==> src/rtl/icache_defs.sv <==
// -----------------------------------------------------------------------------
// icache_defs
//   Definitions shared by the instruction-cache refill blocks.
//   - ADDR_WIDTH     : default block-address width (matches memory_controller)
//   - arb_state_t    : mem_req_arbiter FSM encoding (IDLE=0, ISSUE=1, WAIT=2;
//                      3 is illegal and recovers to IDLE)
//   - REQ_DEMAND / REQ_PREFETCH : requester index constants
//   - idx_width()    : width of an index into n requesters (never below 1)
// -----------------------------------------------------------------------------
package icache_defs;

    localparam int ADDR_WIDTH   = 16;

    localparam int REQ_DEMAND   = 0;
    localparam int REQ_PREFETCH = 1;

    typedef enum logic [1:0] {
        ST_IDLE  = 2'd0,
        ST_ISSUE = 2'd1,
        ST_WAIT  = 2'd2
    } arb_state_t;

    function automatic int idx_width(input int n);
        return (n > 1) ? $clog2(n) : 1;
    endfunction

endpackage

==> src/rtl/arb_pick.sv <==
// -----------------------------------------------------------------------------
// arb_pick
//   Combinational request picker. Scans the valid vector starting at i_start,
//   wrapping modulo N, and returns the first set requester.
//   Ports:
//     i_valid  [N]      requests pending
//     i_start  [IDX_W]  index where the scan begins (must be < N)
//     o_onehot [N]      one-hot winner (all zero when nothing pending)
//     o_index  [IDX_W]  winner index (0 when nothing pending)
//     o_any             at least one request pending
//   A start of 0 gives fixed priority with the lowest index winning.
// -----------------------------------------------------------------------------
module arb_pick #(
    parameter int N     = 2,
    parameter int IDX_W = 1
) (
    input  logic [N-1:0]     i_valid,
    input  logic [IDX_W-1:0] i_start,
    output logic [N-1:0]     o_onehot,
    output logic [IDX_W-1:0] o_index,
    output logic             o_any
);

    function automatic int wrap_idx(input int start, input int off);
        int s;
        s = start + off;
        return (s >= N) ? (s - N) : s;
    endfunction

    always_comb begin
        // NOTE: every output gets a default before the search loop so that no
        // path through the block leaves a value unassigned (no latch inferred).
        o_onehot = '0;
        o_index  = '0;
        o_any    = 1'b0;
        for (int off = 0; off < N; off++) begin
            if (!o_any && i_valid[wrap_idx(int'(i_start), off)]) begin
                o_any                                 = 1'b1;
                o_onehot[wrap_idx(int'(i_start), off)] = 1'b1;
                o_index                               = IDX_W'(wrap_idx(int'(i_start), off));
            end
        end
    end

endmodule

==> src/rtl/mem_req_arbiter.sv <==
// -----------------------------------------------------------------------------
// mem_req_arbiter
//   Shares the single external-memory refill path between NUM_REQ block-miss
//   requesters (index 0 = demand miss, 1 = next-line prefetcher). One pending
//   request is accepted, its block address is presented to memory_controller
//   with the initiate/valid handshake, and the grant is held until the
//   controller reports the whole block received.
//
//   Build option: define ARB_ROUND_ROBIN_EN for round-robin arbitration (scan
//   starts one past the last grant). Without it, fixed priority, lowest index
//   wins, and no rotation pointer exists.
//
//   Ports:
//     clk, arst_n            clock, asynchronous active-low reset
//     i_halt                 freeze all state/counter/pointer updates
//     i_req_valid[NUM_REQ]   per-requester request pending
//     i_req_addr             packed addresses, requester k at [k*ADDR_WIDTH +: ADDR_WIDTH]
//     o_req_ready[NUM_REQ]   one-hot accept, combinational, in the grant cycle
//     o_done[NUM_REQ]        one-hot one-cycle pulse: granted block received
//     o_block_addr           -> ctrl i_block_addr
//     o_block_addr_valid     -> ctrl i_block_addr_valid
//     o_initiate_req         -> ctrl i_initiate_req
//     o_ir_valid             -> ctrl i_ir_valid
//     i_ir_ready             <- ctrl o_ir_ready
//     i_mem_data_received    <- ctrl o_mem_data_received
//     i_mem_data_rcvd_valid  <- ctrl o_mem_data_rcvd_valid
//     o_grant_id             index of the current / last grant
//     o_busy                 FSM not idle
//     o_timeout              sticky watchdog error (TIMEOUT_CYCLES=0 disables)
// -----------------------------------------------------------------------------
module mem_req_arbiter
    import icache_defs::*;
#(
    parameter  int ADDR_WIDTH     = icache_defs::ADDR_WIDTH,
    parameter  int NUM_REQ        = 2,
    parameter  int TIMEOUT_CYCLES = 1024,
    localparam int GID_W          = idx_width(NUM_REQ)
) (
    input  logic                          clk,
    input  logic                          arst_n,
    input  logic                          i_halt,
    input  logic [NUM_REQ-1:0]            i_req_valid,
    input  logic [NUM_REQ*ADDR_WIDTH-1:0] i_req_addr,
    output logic [NUM_REQ-1:0]            o_req_ready,
    output logic [NUM_REQ-1:0]            o_done,
    output logic [ADDR_WIDTH-1:0]         o_block_addr,
    output logic                          o_block_addr_valid,
    output logic                          o_initiate_req,
    output logic                          o_ir_valid,
    input  logic                          i_ir_ready,
    input  logic                          i_mem_data_received,
    input  logic                          i_mem_data_rcvd_valid,
    output logic [GID_W-1:0]              o_grant_id,
    output logic                          o_busy,
    output logic                          o_timeout
);

    localparam int CNT_W = (TIMEOUT_CYCLES > 0) ? $clog2(TIMEOUT_CYCLES + 1) : 1;
    localparam logic [CNT_W-1:0] CNT_MAX = CNT_W'(TIMEOUT_CYCLES);

    arb_state_t             r_state;
    arb_state_t             w_next_state;
    logic [ADDR_WIDTH-1:0]  r_addr;
    logic [GID_W-1:0]       r_grant;
    logic [NUM_REQ-1:0]     r_done;
    logic [CNT_W-1:0]       r_wd_cnt;
    logic                   r_timeout;

    logic [GID_W-1:0]       w_start;
    logic [NUM_REQ-1:0]     w_pick_onehot;
    logic [GID_W-1:0]       w_pick_idx;
    logic                   w_pick_any;
    logic                   w_grant_now;
    logic                   w_rcvd;
    logic [ADDR_WIDTH-1:0]  w_pick_addr;

    // -------------------------------------------------------------------------
    // Arbitration
    // -------------------------------------------------------------------------
`ifdef ARB_ROUND_ROBIN_EN
    // The rotation pointer is the last-grant register itself: both reset to 0
    // and both change only on a grant, so a separate copy would be redundant.
    assign w_start = (r_grant == GID_W'(NUM_REQ - 1)) ? '0 : r_grant + GID_W'(1);
`else
    assign w_start = '0;
`endif

    arb_pick #(
        .N     (NUM_REQ),
        .IDX_W (GID_W)
    ) u_pick (
        .i_valid  (i_req_valid),
        .i_start  (w_start),
        .o_onehot (w_pick_onehot),
        .o_index  (w_pick_idx),
        .o_any    (w_pick_any)
    );

    assign w_pick_addr = i_req_addr[int'(w_pick_idx)*ADDR_WIDTH +: ADDR_WIDTH];
    assign w_grant_now = (r_state == ST_IDLE) && !i_halt && w_pick_any;
    assign w_rcvd      = i_mem_data_received && i_mem_data_rcvd_valid;

    // -------------------------------------------------------------------------
    // FSM
    // -------------------------------------------------------------------------
    always_ff @(posedge clk or negedge arst_n) begin
        // NOTE: state is updated with non-blocking assignments so every flop
        // samples values from before the edge, independent of block ordering.
        if (!arst_n) begin
            r_state <= ST_IDLE;
        end else if (!i_halt) begin
            r_state <= w_next_state;
        end
    end

    always_comb begin
        w_next_state       = r_state;
        o_req_ready        = '0;
        o_initiate_req     = 1'b0;
        o_ir_valid         = 1'b0;
        o_block_addr_valid = 1'b0;
        o_block_addr       = '0;
        case (r_state)
            ST_IDLE: begin
                if (w_grant_now) begin
                    o_req_ready  = w_pick_onehot;
                    w_next_state = ST_ISSUE;
                end
            end
            ST_ISSUE: begin
                // Held through i_halt: the controller is frozen with us.
                o_initiate_req     = 1'b1;
                o_ir_valid         = 1'b1;
                o_block_addr_valid = 1'b1;
                o_block_addr       = r_addr;
                if (!i_halt && i_ir_ready) begin
                    w_next_state = ST_WAIT;
                end
            end
            ST_WAIT: begin
                if (!i_halt && w_rcvd) begin
                    w_next_state = ST_IDLE;
                end
            end
            default: begin
                w_next_state = ST_IDLE;
            end
        endcase
    end

    // -------------------------------------------------------------------------
    // Address / grant / completion registers
    // -------------------------------------------------------------------------
    // o_done is a register like everything else, so a halt in the cycle it is
    // high stretches it until the halt drops.
    always_ff @(posedge clk or negedge arst_n) begin
        if (!arst_n) begin
            r_addr  <= '0;
            r_grant <= GID_W'(REQ_DEMAND);
            r_done  <= '0;
        end else if (!i_halt) begin
            r_done <= '0;
            if (w_grant_now) begin
                r_addr  <= w_pick_addr;
                r_grant <= w_pick_idx;
            end
            if ((r_state == ST_WAIT) && w_rcvd) begin
                r_done <= NUM_REQ'(1) << r_grant;
            end
        end
    end

    // -------------------------------------------------------------------------
    // Watchdog: counts ISSUE/WAIT cycles since the grant and flags a transfer
    // that has not completed within TIMEOUT_CYCLES. Detection only; the FSM
    // keeps waiting.
    // -------------------------------------------------------------------------
    generate
        if (TIMEOUT_CYCLES > 0) begin : g_wdog
            logic [CNT_W-1:0] w_cnt_inc;
            assign w_cnt_inc = r_wd_cnt + CNT_W'(1);

            always_ff @(posedge clk or negedge arst_n) begin
                if (!arst_n) begin
                    r_wd_cnt  <= '0;
                    r_timeout <= 1'b0;
                end else if (!i_halt) begin
                    if (w_grant_now) begin
                        r_wd_cnt <= '0;
                    end else if (((r_state == ST_ISSUE) || (r_state == ST_WAIT))
                                 && (r_wd_cnt != CNT_MAX)) begin
                        r_wd_cnt <= w_cnt_inc;
                        if (w_cnt_inc == CNT_MAX) begin
                            r_timeout <= 1'b1;
                        end
                    end
                end
            end
        end else begin : g_no_wdog
            assign r_wd_cnt  = '0;
            assign r_timeout = 1'b0;
        end
    endgenerate

    assign o_done     = r_done;
    assign o_grant_id = r_grant;
    assign o_busy     = (r_state != ST_IDLE);
    assign o_timeout  = r_timeout;

endmodule

==> config.mk <==
export PLATFORM = sky130hd
export DESIGN_NAME = mem_req_arbiter
export DESIGN_NICKNAME = d
export VERILOG_FILES = /design/src/rtl/icache_defs.sv /design/src/rtl/arb_pick.sv /design/src/rtl/mem_req_arbiter.sv
export SDC_FILE = /design/constraint.sdc
export NUM_CORES = 1
export LEC_CHECK = 0
export CELL_PAD_IN_SITES_DETAIL_PLACEMENT = 0
export CELL_PAD_IN_SITES_GLOBAL_PLACEMENT = 1
export CORE_MARGIN = 2
export CORE_UTILIZATION = 36
export CTS_CLUSTER_SIZE = 20
export DETAILED_ROUTE_END_ITERATION = 10
export GPL_ROUTABILITY_DRIVEN = 0
export PLACE_DENSITY_LB_ADDON = 0.1
export SYNTH_ARGS = -nofsm -noshare
export SYNTH_HDL_FRONTEND = slang
export SYNTH_SLANG_ARGS = --single-unit
export TNS_END_PERCENT = 10
==> constraint.sdc <==
create_clock -name clk -period 2.7 [get_ports clk]
set_input_delay 0.405 -clock clk [delete_from_list [all_inputs] [get_ports clk]]
set_output_delay 0.405 -clock clk [all_outputs]
set_load 0.05 [all_outputs]
; ---- After elaboration in Yosys (flattened, before gate mapping)
; Cells that the tools add are included.
[word_totals]
out_inout_bits = 26
latchBits = 0
romBits = 0
memories = 0
regBits = 33
input_bits = 40
mem_bits_rw = 0
elab_cells = 52
[classes]
n_div = 0
n_shift = 2
n_mul = 0
n_eq_ne = 7
n_bitwise = 2
reduce_logical = 18
mux = 16
n_lt_le_gt_ge = 0
addsub = 1
[ops]
columns = operator, n
row1 = $shiftx A32 B6 Y16, 1
row2 = $mux W11, 2
row3 = $mux W16, 1
row4 = $mux W2, 7
row5 = $add A11 B1 Y11 const B, 1
row6 = $eq A11 B11 Y1 const B, 1
row7 = $ne A11 B11 Y1 const B, 1
row8 = $logic_and A1 B1 Y1, 8
row9 = $reduce_and A4 Y1, 2
row10 = $ne A2 B2 Y1 const B, 3
row11 = $pmux W2 S3, 1
row12 = $mux W1, 5
row13 = $reduce_and A2 Y1, 2
row14 = $reduce_bool A2 Y1, 2
row15 = $eq A2 B1 Y1 const B, 1
row16 = $eq A2 B2 Y1 const B, 1
row17 = $logic_not A1 Y1, 2
row18 = $logic_not A2 Y1, 1
row19 = $not A1 Y1, 2
row20 = $shl A1 B1 Y2 const A, 1
row21 = $logic_or A1 B1 Y1, 1

; ---- Longest topological paths before layout
[logic_depth]
ltp_word = 7
mapped_depth = 7
depth_no_buf = 6

; ---- By module
; A second synthesis with hierarchy kept.
[unflattened]
cells_unflattened = 216
area_unflattened_um2 = 2059.5
[modules_own_cells]
columns = module, cells_each, instances, seq_area_each_um2, area_per_inst_um2
row1 = mem_req_arbiter, 211, 1, 825.8, 2026.9
row2 = arb_pick, 5, 1, 0.0, 32.5

; ---- Least setup slack after synthesis
; Ideal clock, no wire load.
[synth_path]
path_type = register -> output
from = register r_state[1]
to = output port o_block_addr[10]
n_path_buf = 1
setup_slack_ns = 0.540
path_stages_with_launch = 5
t_arrival_ns = 1.755
required_ns = 2.295
path_cell_list = dfrtp_1 -> inv_1 -> ha_1 -> clkbuf_1 -> and2_1
[synth_via]
elab_chain_cells = 2
[synth_lines]
columns = element, line_no
row1 = from (decl), mem_req_arbiter.sv:61  ; arb_state_t r_state;
row2 = from (signal assigned), mem_req_arbiter.sv:112  ; r_state <= w_next_state;
row3 = $eq A2 B1 Y1, mem_req_arbiter.sv:123  ; case (r_state)
row4 = $mux W16, mem_req_arbiter.sv:123
row5 = to (decl), mem_req_arbiter.sv:46  ; output logic [ADDR_WIDTH-1:0] o_block_addr,
; No other way between the ends.

; ---- Final worst setup path
[layout_path]
from = register r_state[1]
to = output port o_block_addr_valid
[layout_via]
elab_chain_cells = 2
[layout_lines]
columns = element, line_no
row1 = $eq A2 B1 Y1, mem_req_arbiter.sv:123
row2 = $mux W1, mem_req_arbiter.sv:123
row3 = to (decl), mem_req_arbiter.sv:47  ; output logic o_block_addr_valid,
; No other way between the ends.

==> flow_summary_export.csv <==
group,metric,value,unit
outcome,status,"finished clean",
die,initial_core_util,37.83,%
critical_path,start_kind,"flop",
detailed_routing,ant_nets,0,
sta,hold_violations,0,
power_and_ir_drop,power.leakage,1.219,nW
global_routing,grt_pass1_vias,1551,
place,io_buffers,65,
yosys,avgSynthCellArea,9.274,µm²
global_routing,antenna_found_initial,0,
power_and_ir_drop,ir_drop,0.4722,mV
yosys,synth_fp_nets,258,
yosys,synth_cell_types,41,
yosys,syn-cell-area,1957,µm²
final_layout,area_growth,39.77,%
die,ios,66,
yosys,ys_ff_latch,33,
cts,cts-hold-fix-buffers,0,
critical_path,path_cells,"inv_1, ha_1, clkdlybuf4s50_1",
sta,setup_violations,0,
detailed_routing,drt-met1-wl,2239,µm
critical_path,path_delay_family,"buffers and inverters",
detailed_routing,top_layer,"met4",
yosys,ys_warn_count,0,
detailed_routing,drt-total-wl,4464,µm
die,core,5172,µm²
critical_path,critPathCaptureType,"output port",
sta,rsz0062_at_grt,"false",
power_and_ir_drop,pwr_density_cell,880.9,nW/µm²
critical_path,crit_path_max_fanout,6,
die,fp.dieW,77.73,µm
detailed_routing,firstDrtPassIters,4,
final_layout,num_antenna_cells,0,
sta,tightest_slew,826.6,ps
global_routing,grt_pass1_wl,7645,µm
sta,tns,0,ps
detailed_routing,vias,1653,
detailed_routing,drt_iter0_drc,87,
cts,ctsResizeCount,0,
place,hpwl,3411,µm
flow_run,max_cap_viol_count,0,
critical_path,critical-path-slowest-cell,"clkdlybuf4s50_1",
global_routing,grt-ovfl-total,0,
cts,clock_latency,280,ps
sta,fmaxAchievable,426.8,MHz
yosys,ys.flop_type,"dfrtp_1",
power_and_ir_drop,p_total,0.002409,W
final_layout,fill_cells,489,
cts,cts_buffers,5,
global_routing,grt_usage,15.74,%
sta,drv_slew,0,
sta,clock-skew-final,8.632,ps
yosys,async_flop_share,100.0,%
yosys,synth_edf_count,0,
detailed_routing,drc,0,
critical_path,slowest_delay,850,ps
detailed_routing,viasPerCell,4.750,
worst_hold_path,hp-class,"flop to flop",
yosys,synthCells,211,
sta,period_share,86.78,%
yosys,synth.yosys.seq_area_share,42.20,%
sta,min_period,2343,ps
die,die_y,77.73,µm
cts,cts_root_buf,"clkbuf_8",
detailed_routing,wl_met3,293,µm
cts,htreeDepth,2,
cts,cts_tree,"yes",
cts,postCtsSetupRepairBufs,0,
detailed_routing,post_drt_wl_per_cell,12.83,µm
cts,clk_path_buf_depth,2,
final_layout,final_nets,324,
die,num_rows,26,
final_layout,drive_above_1_share,14.75,%
critical_path,crit_type,"flop to output port",
sta,relSlewSlack,44.88,%
die,die_area,6041,µm²
critical_path,cp_data_arrival_time,1940,ps
critical_path,critPathBufInv,2,
cts,clock-sinks,33,
cts,clkSlewWorstSetupHoldPaths,70,ps
detailed_routing,route.met2.wl,1886,µm
critical_path,required,2300,ps
sta,holdWs,470.6,ps
global_routing,grt_max_degree,34,
## final timing paths
check / startpoint / slack (ps) / cells after the start / endpoint
worst max-delay path: r_state[1] / 360 / 3 / o_block_addr_valid
worst min-delay path: r_addr[12] / 470 / 2 / r_addr[12]
worst max register to register: r_wd_cnt[0] / 670 / 5 / r_wd_cnt[10]
worst min register to register: r_addr[12] / 470 / 2 / r_addr[12]
max in group asynchronous: arst_n / 1880 / 2 / r_addr[1]
min in group asynchronous: arst_n / 520 / 2 / r_wd_cnt[0]
## sequential cells by signal (all words and copies together), names as in the netlist
| name | count |
|---|---|
| r_wd_cnt | 11 |
| r_addr | 16 |
| o_grant_id | 1 |
| r_state | 2 |
| o_timeout | 1 |
| o_done | 2 |
## stage by stage
step / utilization, % / cells / area [µm²] / worst slack (ps)
final: 52.88 / 348 / 2735 / 356.9
after global routing: 52.88 / 348 / 2735 / 287.6
after CTS: 52.88 / 348 / 2735 / 338.6
after detailed placement: 51.21 / 340 / 2649 / 390.2
after global placement: 51.21 / 340 / 2649 / 450.6
after floorplan: - / 211 / 1957 / 540.2
## cells in the final DEF (no fill, tap or decap), types with 2 or more instances in the layout
cell type	instances
clkdlybuf4s50_1	47
dfrtp_1	33
nand2_1	26
buf_4	23
o21ai_0	21
and2_1	19
mux2i_1	17
inv_1	10
nor2_1	10
ha_1	7
nand4_1	6
a21oi_1	6
nand3_1	5
clkbuf_8	5
xor2_1	4
or3_1	3
xnor2_1	3
and2b_2	2
nor3_1	2
o31ai_1	2
or4_1	2
mux2_2	2
clkinv_2	2
## cell type report
class                           instances  area, µm²  share of cell area [%]
Clock inverter                          3      17.52                  0.6404
Clock buffer                            5      68.82                   2.516
Multi-Input combinational cell        156       1035                   37.83
Sequential cell                        33      825.8                   30.19
Tap cell                               70      87.58                   3.202
Inverter                               10      37.54                   1.372
Timing Repair Buffer                   71      663.1                   24.25
## synthesized netlist by cell type, drive strengths merged (3+ instances only)
cell	instances	share of area (%)
dfrtp	33	42
nand2	26	5.0
o21ai	22	5.6
and2	19	6.1
mux2i	17	8.7
inv	10	1.9
nor2	10	1.9
buf	7	2.4
ha	7	4.5
a21oi	6	1.5
nand4	6	1.9
clkbuf	5	0.96
nand3	5	1.3
xor2	4	1.8
or3	3	0.96
or4	3	1.3
xnor2	3	1.3
## metal layers
layer,vias up,global-route usage (%)
li1,858,-
met4,0,4.821
met3,7,4.302
met1,746,22.83
met5,-,0
met2,42,22.76
## logic make-up (layout without fill, tap and decap cells)
kind of cell / count (synthesis) / count (layout) / share of synthesized area [%]
compound gates: 38 / 38 / 11.45
xor+xnor: 7 / 7 / 3.133
fa+ha+maj: 7 / 7 / 4.475
buf+inv: 22 / 89 / 5.243
flops: 33 / 33 / 42.20
mux: 19 / 19 / 9.846
simple gates: 85 / 85 / 23.66
## power by group
group / switching [W] / internal [W] / total, W
Combinational: 0.000818 / 0.000473 / 0.00129
Clock: 0.000182 / 0.000178 / 0.000360
Sequential: 0.000110 / 0.000649 / 0.000759
Total: 0.00111 / 0.00130 / 0.00241
## worst min-delay path, cell delays in order, from the launching register on
cell     delay [ps]
dfrtp_1         340
nand2_1          40
o21ai_0          60
Power figures use the tool's default switching activity.
